<file path="src/rtl/det_sec_param_if.sv">
// Serial detector bus: sample strobe and data bit in, lock/pulse/count status out.
interface det_sec_param_if #(
    parameter int LEN   = 5,
    parameter int CNT_W = 8
);
    logic             en;
    logic             s_in;
    logic             valido;
    logic             match_pulse;
    logic             rel_pulse;
    logic [CNT_W-1:0] cnt_match;
    logic [LEN-1:0]   sec_recibida;

    // Stimulus side: drives the serial line, observes status.
    modport master (
        output en, s_in,
        input  valido, match_pulse, rel_pulse, cnt_match, sec_recibida
    );

    // Detector side.
    modport slave (
        input  en, s_in,
        output valido, match_pulse, rel_pulse, cnt_match, sec_recibida
    );
endinterface

</file>
<file path="src/rtl/det_sec_param.sv">
// Parametrised serial sequence detector: locks on SECUENCIA, counts matches
// while locked, releases on SEC_REINICIO. All outputs are registered.
module det_sec_param #(
    parameter int             LEN          = 5,
    parameter logic [LEN-1:0] SECUENCIA    = 5'b10100,
    parameter logic [LEN-1:0] SEC_REINICIO = 5'b00000,
    parameter bit             OVERLAP      = 1'b1,
    parameter int             CNT_W        = 8
) (
    input  logic            clk,
    input  logic            rst,
    det_sec_param_if.slave  bus
);

    localparam int                FILL_W    = $clog2(LEN + 1);
    localparam logic [FILL_W-1:0] FILL_FULL = FILL_W'(LEN);

    // One-hot so that any other encoding is detectably illegal.
    typedef enum logic [1:0] {
        SEARCH = 2'b01,
        LOCKED = 2'b10
    } state_t;

    state_t            state, state_nxt;
    logic [LEN-1:0]    win, win_nxt, win_shift;
    logic [FILL_W-1:0] fill, fill_nxt, fill_upd;
    logic [CNT_W-1:0]  cnt, cnt_nxt;
    logic              valido_q, valido_nxt;
    logic              match_q, match_nxt;
    logic              rel_q, rel_nxt;
    logic              cmp_ok, hit_sec, hit_rel;

    // Match counter sticks at all-ones instead of wrapping.
    function automatic logic [CNT_W-1:0] sat_inc(input logic [CNT_W-1:0] v);
        return (&v) ? v : v + 1'b1;
    endfunction

    // Fill level counts received bits but never exceeds the window length.
    function automatic logic [FILL_W-1:0] fill_inc(input logic [FILL_W-1:0] f);
        return (f >= FILL_FULL) ? FILL_FULL : f + 1'b1;
    endfunction

    // Candidate window/fill if the current bit is sampled.
    assign win_shift = {win[LEN-2:0], bus.s_in};
    assign fill_upd  = fill_inc(fill);
    assign cmp_ok    = (fill_upd == FILL_FULL);
    assign hit_sec   = cmp_ok && (win_shift == SECUENCIA);
    assign hit_rel   = cmp_ok && (win_shift == SEC_REINICIO);

    // Next-state and registered-output decode.
    always_comb begin
        state_nxt = state;
        win_nxt   = win;
        fill_nxt  = fill;
        cnt_nxt   = cnt;
        match_nxt = 1'b0;
        rel_nxt   = 1'b0;
        case (state)
            SEARCH: begin
                if (bus.en) begin
                    win_nxt  = win_shift;
                    fill_nxt = fill_upd;
                    if (hit_sec) begin
                        match_nxt = 1'b1;
                        cnt_nxt   = sat_inc(cnt);
                        state_nxt = LOCKED;
                        // Release must be made of bits after the locking bit.
                        fill_nxt  = '0;
                    end
                end
            end
            LOCKED: begin
                if (bus.en) begin
                    win_nxt  = win_shift;
                    fill_nxt = fill_upd;
                    // Release wins when both patterns are identical.
                    if (hit_rel) begin
                        rel_nxt   = 1'b1;
                        state_nxt = SEARCH;
                        fill_nxt  = '0;
                    end else if (hit_sec) begin
                        match_nxt = 1'b1;
                        cnt_nxt   = sat_inc(cnt);
                        if (!OVERLAP) begin
                            fill_nxt = '0;
                        end
                    end
                end
            end
            default: begin
                // Illegal encoding: fall back to a clean search.
                state_nxt = SEARCH;
                fill_nxt  = '0;
            end
        endcase
        valido_nxt = (state_nxt == LOCKED);
    end

    // State, window, counter and output registers.
    always_ff @(posedge clk) begin
        if (rst) begin
            state    <= SEARCH;
            win      <= '0;
            fill     <= '0;
            cnt      <= '0;
            valido_q <= 1'b0;
            match_q  <= 1'b0;
            rel_q    <= 1'b0;
        end else begin
            state    <= state_nxt;
            win      <= win_nxt;
            fill     <= fill_nxt;
            cnt      <= cnt_nxt;
            valido_q <= valido_nxt;
            match_q  <= match_nxt;
            rel_q    <= rel_nxt;
        end
    end

    assign bus.valido       = valido_q;
    assign bus.match_pulse  = match_q;
    assign bus.rel_pulse    = rel_q;
    assign bus.cnt_match    = cnt;
    assign bus.sec_recibida = win;

endmodule

</file>
<file path="src/flat_wrapper.sv">
// flat-port wrapper written by rule: the top's interface ports become plain ports
module det_sec_param_flat 
#(
    parameter int             LEN          = 5,
    parameter logic [LEN-1:0] SECUENCIA    = 5'b10100,
    parameter logic [LEN-1:0] SEC_REINICIO = 5'b00000,
    parameter bit             OVERLAP      = 1'b1,
    parameter int             CNT_W        = 8
)
  (clk, rst, bus_en, bus_s_in, bus_valido, bus_match_pulse, bus_rel_pulse, bus_cnt_match, bus_sec_recibida);
  det_sec_param_if #(.LEN(LEN), .CNT_W(CNT_W)) bus_i ();
  input  logic clk;
  input  logic rst;
  input wire logic [$bits(bus_i.en)-1:0] bus_en;
  input wire logic [$bits(bus_i.s_in)-1:0] bus_s_in;
  output wire logic [$bits(bus_i.valido)-1:0] bus_valido;
  output wire logic [$bits(bus_i.match_pulse)-1:0] bus_match_pulse;
  output wire logic [$bits(bus_i.rel_pulse)-1:0] bus_rel_pulse;
  output wire logic [$bits(bus_i.cnt_match)-1:0] bus_cnt_match;
  output wire logic [$bits(bus_i.sec_recibida)-1:0] bus_sec_recibida;
  assign bus_i.en = bus_en;
  assign bus_i.s_in = bus_s_in;
  assign bus_valido = bus_i.valido;
  assign bus_match_pulse = bus_i.match_pulse;
  assign bus_rel_pulse = bus_i.rel_pulse;
  assign bus_cnt_match = bus_i.cnt_match;
  assign bus_sec_recibida = bus_i.sec_recibida;
  det_sec_param #(.LEN(LEN), .SECUENCIA(SECUENCIA), .SEC_REINICIO(SEC_REINICIO), .OVERLAP(OVERLAP), .CNT_W(CNT_W)) u_core (.clk(clk), .rst(rst), .bus(bus_i));
endmodule
</file>
<file path="config.mk">
export PLATFORM = sky130hd
export DESIGN_NAME = det_sec_param_flat
export DESIGN_NICKNAME = d
export VERILOG_FILES = /design/src/rtl/det_sec_param_if.sv /design/src/rtl/det_sec_param.sv /design/src/flat_wrapper.sv
export SDC_FILE = /design/constraint.sdc
export NUM_CORES = 1
export LEC_CHECK = 0
export ABC_AREA = 1
export CAP_MARGIN = 30
export CORE_MARGIN = 2
export CORE_UTILIZATION = 54
export CTS_CLUSTER_DIAMETER = 30
export DETAILED_ROUTE_END_ITERATION = 7
export GPL_TIMING_DRIVEN = 0
export PLACE_DENSITY = 0.82
export SLEW_MARGIN = 25
export SYNTH_ARGS = -nofsm -noshare
export SYNTH_HDL_FRONTEND = slang
export SYNTH_SLANG_ARGS = --single-unit
</file>
<file path="constraint.sdc">
create_clock -name clk -period 4.45 [get_ports clk]
set_clock_uncertainty 0.05 [all_clocks]
set_input_delay 0.89 -clock clk [delete_from_list [all_inputs] [get_ports clk]]
set_output_delay 0.89 -clock clk [all_outputs]
set_load 0.1 [all_outputs]
</file>
**Word-level counts from Yosys, hierarchy flattened**

Index checks and enable logic that the tools add are counted.

- Add/sub/neg operators: 2
- $lt $le $gt $ge: 1
- Eq/ne operators: 8
- Multiplexer cells: 23
- Bitwise logic cells: 2
- Reductions and logical operators: 10

Operators with widths:

| cell | number |
|---|---|
| $mux 8 | 5 |
| $pmux 8 s2 | 1 |
| $mux 3 | 5 |
| $add 8x1->8 const B | 1 |
| $mux 2 | 4 |
| $reduce_and 8->1 | 1 |
| $ne 2x2->1 const B | 3 |
| $pmux 3 s2 | 1 |
| $eq 5x5->1 const B | 1 |
| $logic_not 5->1 | 1 |
| $mux 1 | 5 |
| $eq 2x2->1 const B | 2 |
| $pmux 2 s2 | 1 |
| $reduce_and 2->1 | 2 |
| $reduce_and 4->1 | 1 |
| $add 3x1->3 const B | 1 |
| $eq 3x3->1 const B | 1 |
| $ge 3x3->1 const B | 1 |
| $reduce_or 3->1 | 1 |
| $eq 2x1->1 const B | 1 |
| $logic_and 1x1->1 | 2 |
| $not 1->1 | 2 |
| $pmux 1 s2 | 1 |
| $reduce_bool 2->1 | 1 |
| $reduce_or 2->1 | 1 |

- Flip-flop bits (word level): 21
- Input bits: 4
- Output and inout bits: 16
- Logic and storage cells: 53

**Logic depth before layout (Yosys ltp)**

- Depth after elaboration: 8
- Gate-level depth with buffers: 11
- Depth with buffers taken out: 11

**Worst setup path after synthesis**

OpenSTA, ideal clock, no wires.

- Kind: reg2reg
- Start: reg u_core.cnt[0] (netlist: u_core.bus.cnt_match[0])
- End: reg u_core.cnt[0] (netlist: u_core.bus.cnt_match[0])
- Library setup time: 0.118 ns
- Arrival time: 2.017 ns
- Required time: 4.282 ns
- Path slack: 2.264 ns
- Stages on the path, launching flop included: 9
- Path buffers: 0
- Period minus slack after synthesis: 2.186 ns
- Cells stage by stage: dfxtp_1 > ha_1 > nand3_1 > nor2_1 > nor2_1 > inv_1 > nor2_8 > o21ai_0 > nor2_1

- Longest elaborated chain between the ends: 6
- Elaborated cells on any way between the ends: 8
- Classes of those cells: add/sub: 1; mux: 6; reduce/logical: 1

Ends and longest elaborated chain:

| item | line | RTL |
|---|---|---|
| from (decl) | det_sec_param.sv:27 | `logic [CNT_W-1:0] cnt, cnt_nxt;` |
| from (signal assigned) | det_sec_param.sv:113 | `cnt <= cnt_nxt;` |
| $add 8x1->8 / $reduce_and 8->1 (equally long branches) | det_sec_param.sv:35 | `return (&v) ? v : v + 1'b1;` |
| $mux 8 | det_sec_param.sv:35 |  |
| $mux 8 * | det_sec_param.sv:63, det_sec_param.sv:81 |  |
| $mux 8 | det_sec_param.sv:77 | `if (hit_rel) begin` |
| $mux 8 | det_sec_param.sv:73 | `if (bus.en) begin` |
| $pmux 8 s2 * | det_sec_param.sv:58 | `case (state)` |

Mark *: on every way between the ends. The rest lies on a longest branch, timed or not. The select of a mux whose other input is x is not followed.
A chain may end at the register's enable or synchronous reset.

**Final worst setup path**

- Start: reg u_core.cnt[5] (netlist: u_core.bus.cnt_match[5])
- End: out bus_cnt_match[5]

RTL lines:

| item | line | RTL |
|---|---|---|
| to (decl) | flat_wrapper.sv:19 | `output wire logic [$bits(bus_i.cnt_match)-1:0] bus_cnt_match;` |

No word-level cell between the ends.

==> impl_metrics.toml <==
[worst_setup_path]
cp_data_arrival_time_ns = 1.94
path_depth = 1
cp_top_family = "buffers and inverters"
crit_slowest_cell = "clkdlybuf4s50_1"
crit_required_ns = 3.51
endpoint = "bus_cnt_match[5]"
rr_endpoint = "u_core.bus.cnt_match[6]"
critPathKind = "reg -> out"
crit_chain = "clkdlybuf4s50_1"
crit_path_max_fanout = 6
crit_start = "u_core.bus.cnt_match[5]"
reg2reg_from = "u_core.state[0]"
critPathBufInv = 1
end_kind = "primary output"
r2r_setup_slack_ns = 2.65
start_kind = "flop"
max_stage_delay_ns = 1.18
reg2reg_depth = 8

[clock_network]
htreeDepth = 1
clkLatencyLatePin_ns = 0.30
cts_sinks = 21
cts_setup_buffers = 0
tritoncts = "built"
clkTransAtPathRegs_ns = 0.12
clk_path_buf_depth = 2
cts_resized = 0
cts_hold_buf = 0
root_buffer = "clkbuf_4"
numCtsBuffers = 3

[power_and_ir_drop]
p_comb_share_pct = 23.6
power_density_nw_per_um2 = 285.9
p_sw_mw = 0.1311
switching_share_pct = 34.03
clock_power_share_pct = 23.8
irDropWorstVdd_mv = 0.2573
leakagePower_nw = 0.5905
power_frac_seq_pct = 52.6
p_int_mw = 0.2541

[route]
drtAntennaViolNets = 0
firstDrtPassIters = 4
drtIter0Drc = 12
viasPerCell = 4.970
wl_per_cell_um = 10.38
vias = 1009
drt_wl_total_um = 2108
drc = 0

[final_layout]
synthToLayoutAreaGrowth_pct = 22.95
final_cell_mix = "nand2_1 (31), inv_1 (23), dfxtp_1 (21)"
nets = 186
final_layout_size_suffix_gt1_share_pct = 7.955
diodes = 0
final_common_cell = "nand2_1"
postLayoutCellArea_um2 = 1348

[place]
dp_hpwl_um = 1585
io_buffers = 19
placed_area_um2 = 1320
place_congestion = 0.8347

[logic_synthesis]
netlist_instances = 153
ys_types = 20
syn_nets = 162
syn_area_um2 = 1096
ys_ff_latch = 21
syn_area_per_cell_um2 = 7.164
ys_seq_area_share_pct = 38.36
ys_warn_count = 0

[die]
die_w_um = 49.05
die_h_um = 49.05
dieArea_um2 = 2406
fp-row-count = 16
start_util_pct = 56.44
core_um2 = 1942
num_io_pins = 20

[grt]
grt_max_degree = 13
grt_pass1_wl_um = 3864
gr-total-overflow = 0
track_usage_pct = 20.09
antenna_found_initial = 0
grt_pass1_vias = 957

[timing]
worstMarginPinSlew_ns = 0.9689
rsz0062_at_grt = "no"
fin_hold_ws_ns = 0.4479
fmax_ghz = 0.3472
max_slew_margin_pct = 35.20
slew_viol_final = 0
period_needed_ns = 2.881
fin_crit_sh_pct = 64.73
setup_viol_count_final = 0
finalSetupTns_ns = 0
hold_viol = 0

[hold_path]
hold_class = "reg -> reg"
min_from = "u_core.bus.sec_recibida[0]"

[status]
status = "completed"

[job]
drv_cap = 0
[through the flow]
step,setup WS [ns],total power [mW],util [%],instances
2_1_floorplan,2.264,0.2777,-,153
3_3_place_gp,1.935,0.2954,67.98,199
3_5_place_dp,1.933,0.2975,67.98,199
4_1_cts,1.574,0.3872,69.39,203
5_1_grt,1.505,0.4051,69.39,203
6_report,1.569,0.3852,69.39,203
[registers in the layout, summed over array words and instances (netlist names)]
| signal | count |
|---|---|
| u_core.bus.match_pulse | 1 |
| u_core.bus.cnt_match | 8 |
| u_core.bus.valido | 1 |
| u_core.fill | 3 |
| u_core.state | 2 |
| u_core.bus.sec_recibida | 5 |
| u_core.bus.rel_pulse | 1 |
[layout make-up]
type                    count  area (um2)
clock buffers               3       22.52
well taps                  27       33.78
multi-input cells         107       581.8
repair buffers             19       190.2
inverters                  24       90.09
plain buffers               1       3.754
clock inverters             1       5.005
fillers                   160       594.3
flip-flops and latches     21       420.4
[worst min-delay path by stage]
stage	slack (ns)	endpoint	cells after the start
after floorplan	0.42	u_core.fill[1]	2
after global placement	0.42	u_core.bus.sec_recibida[1]	2
after detailed placement	0.43	u_core.bus.sec_recibida[1]	2
after CTS	0.45	u_core.bus.sec_recibida[1]	2
after global routing	0.47	u_core.bus.sec_recibida[1]	2
final	0.45	u_core.bus.sec_recibida[1]	2
[Yosys cell counts (all sizes together)]
library cell / count / area share [%]
nand2: 34 / 12
inv: 24 / 8.2
dfxtp: 21 / 38
nor2: 21 / 8.7
a21oi: 16 / 7.3
o21ai: 12 / 6.5
nand3: 7 / 4.3
ha: 5 / 5.7
nand4: 5 / 2.9
xnor2: 3 / 2.4
nor3: 2 / 1.4
xor2: 2 / 1.6
clkbuf: 1 / 0.34
[cell families after synthesis]
group                      Yosys count  share of synthesized area [%]
and+or+nand+nor                     69                          29.57
AOI/OAI and AO/OA                   28                          13.81
buffers and inverters               25                          8.561
DFF                                 21                          38.36
xor gates and xnor gates             5                          3.996
adders and majority gates            5                          5.708
[power by group through the flow]
stage                     combinational (mW)  clock [mW]  sequential [mW]
after CTS                             0.0910      0.0936            0.203
after global placement                0.0888           0            0.207
after floorplan                       0.0433           0            0.234
after detailed placement              0.0907           0            0.207
final                                 0.0908      0.0919            0.203
after global routing                  0.0985       0.103            0.204
[layer usage]
layer	global-route usage, %	share of wire (%)
met5	0	0
met4	9.048	1.6
met3	4.294	3.4
met2	33.33	47
met1	24.95	48
Note: power is estimated with default switching activity, not from simulation.
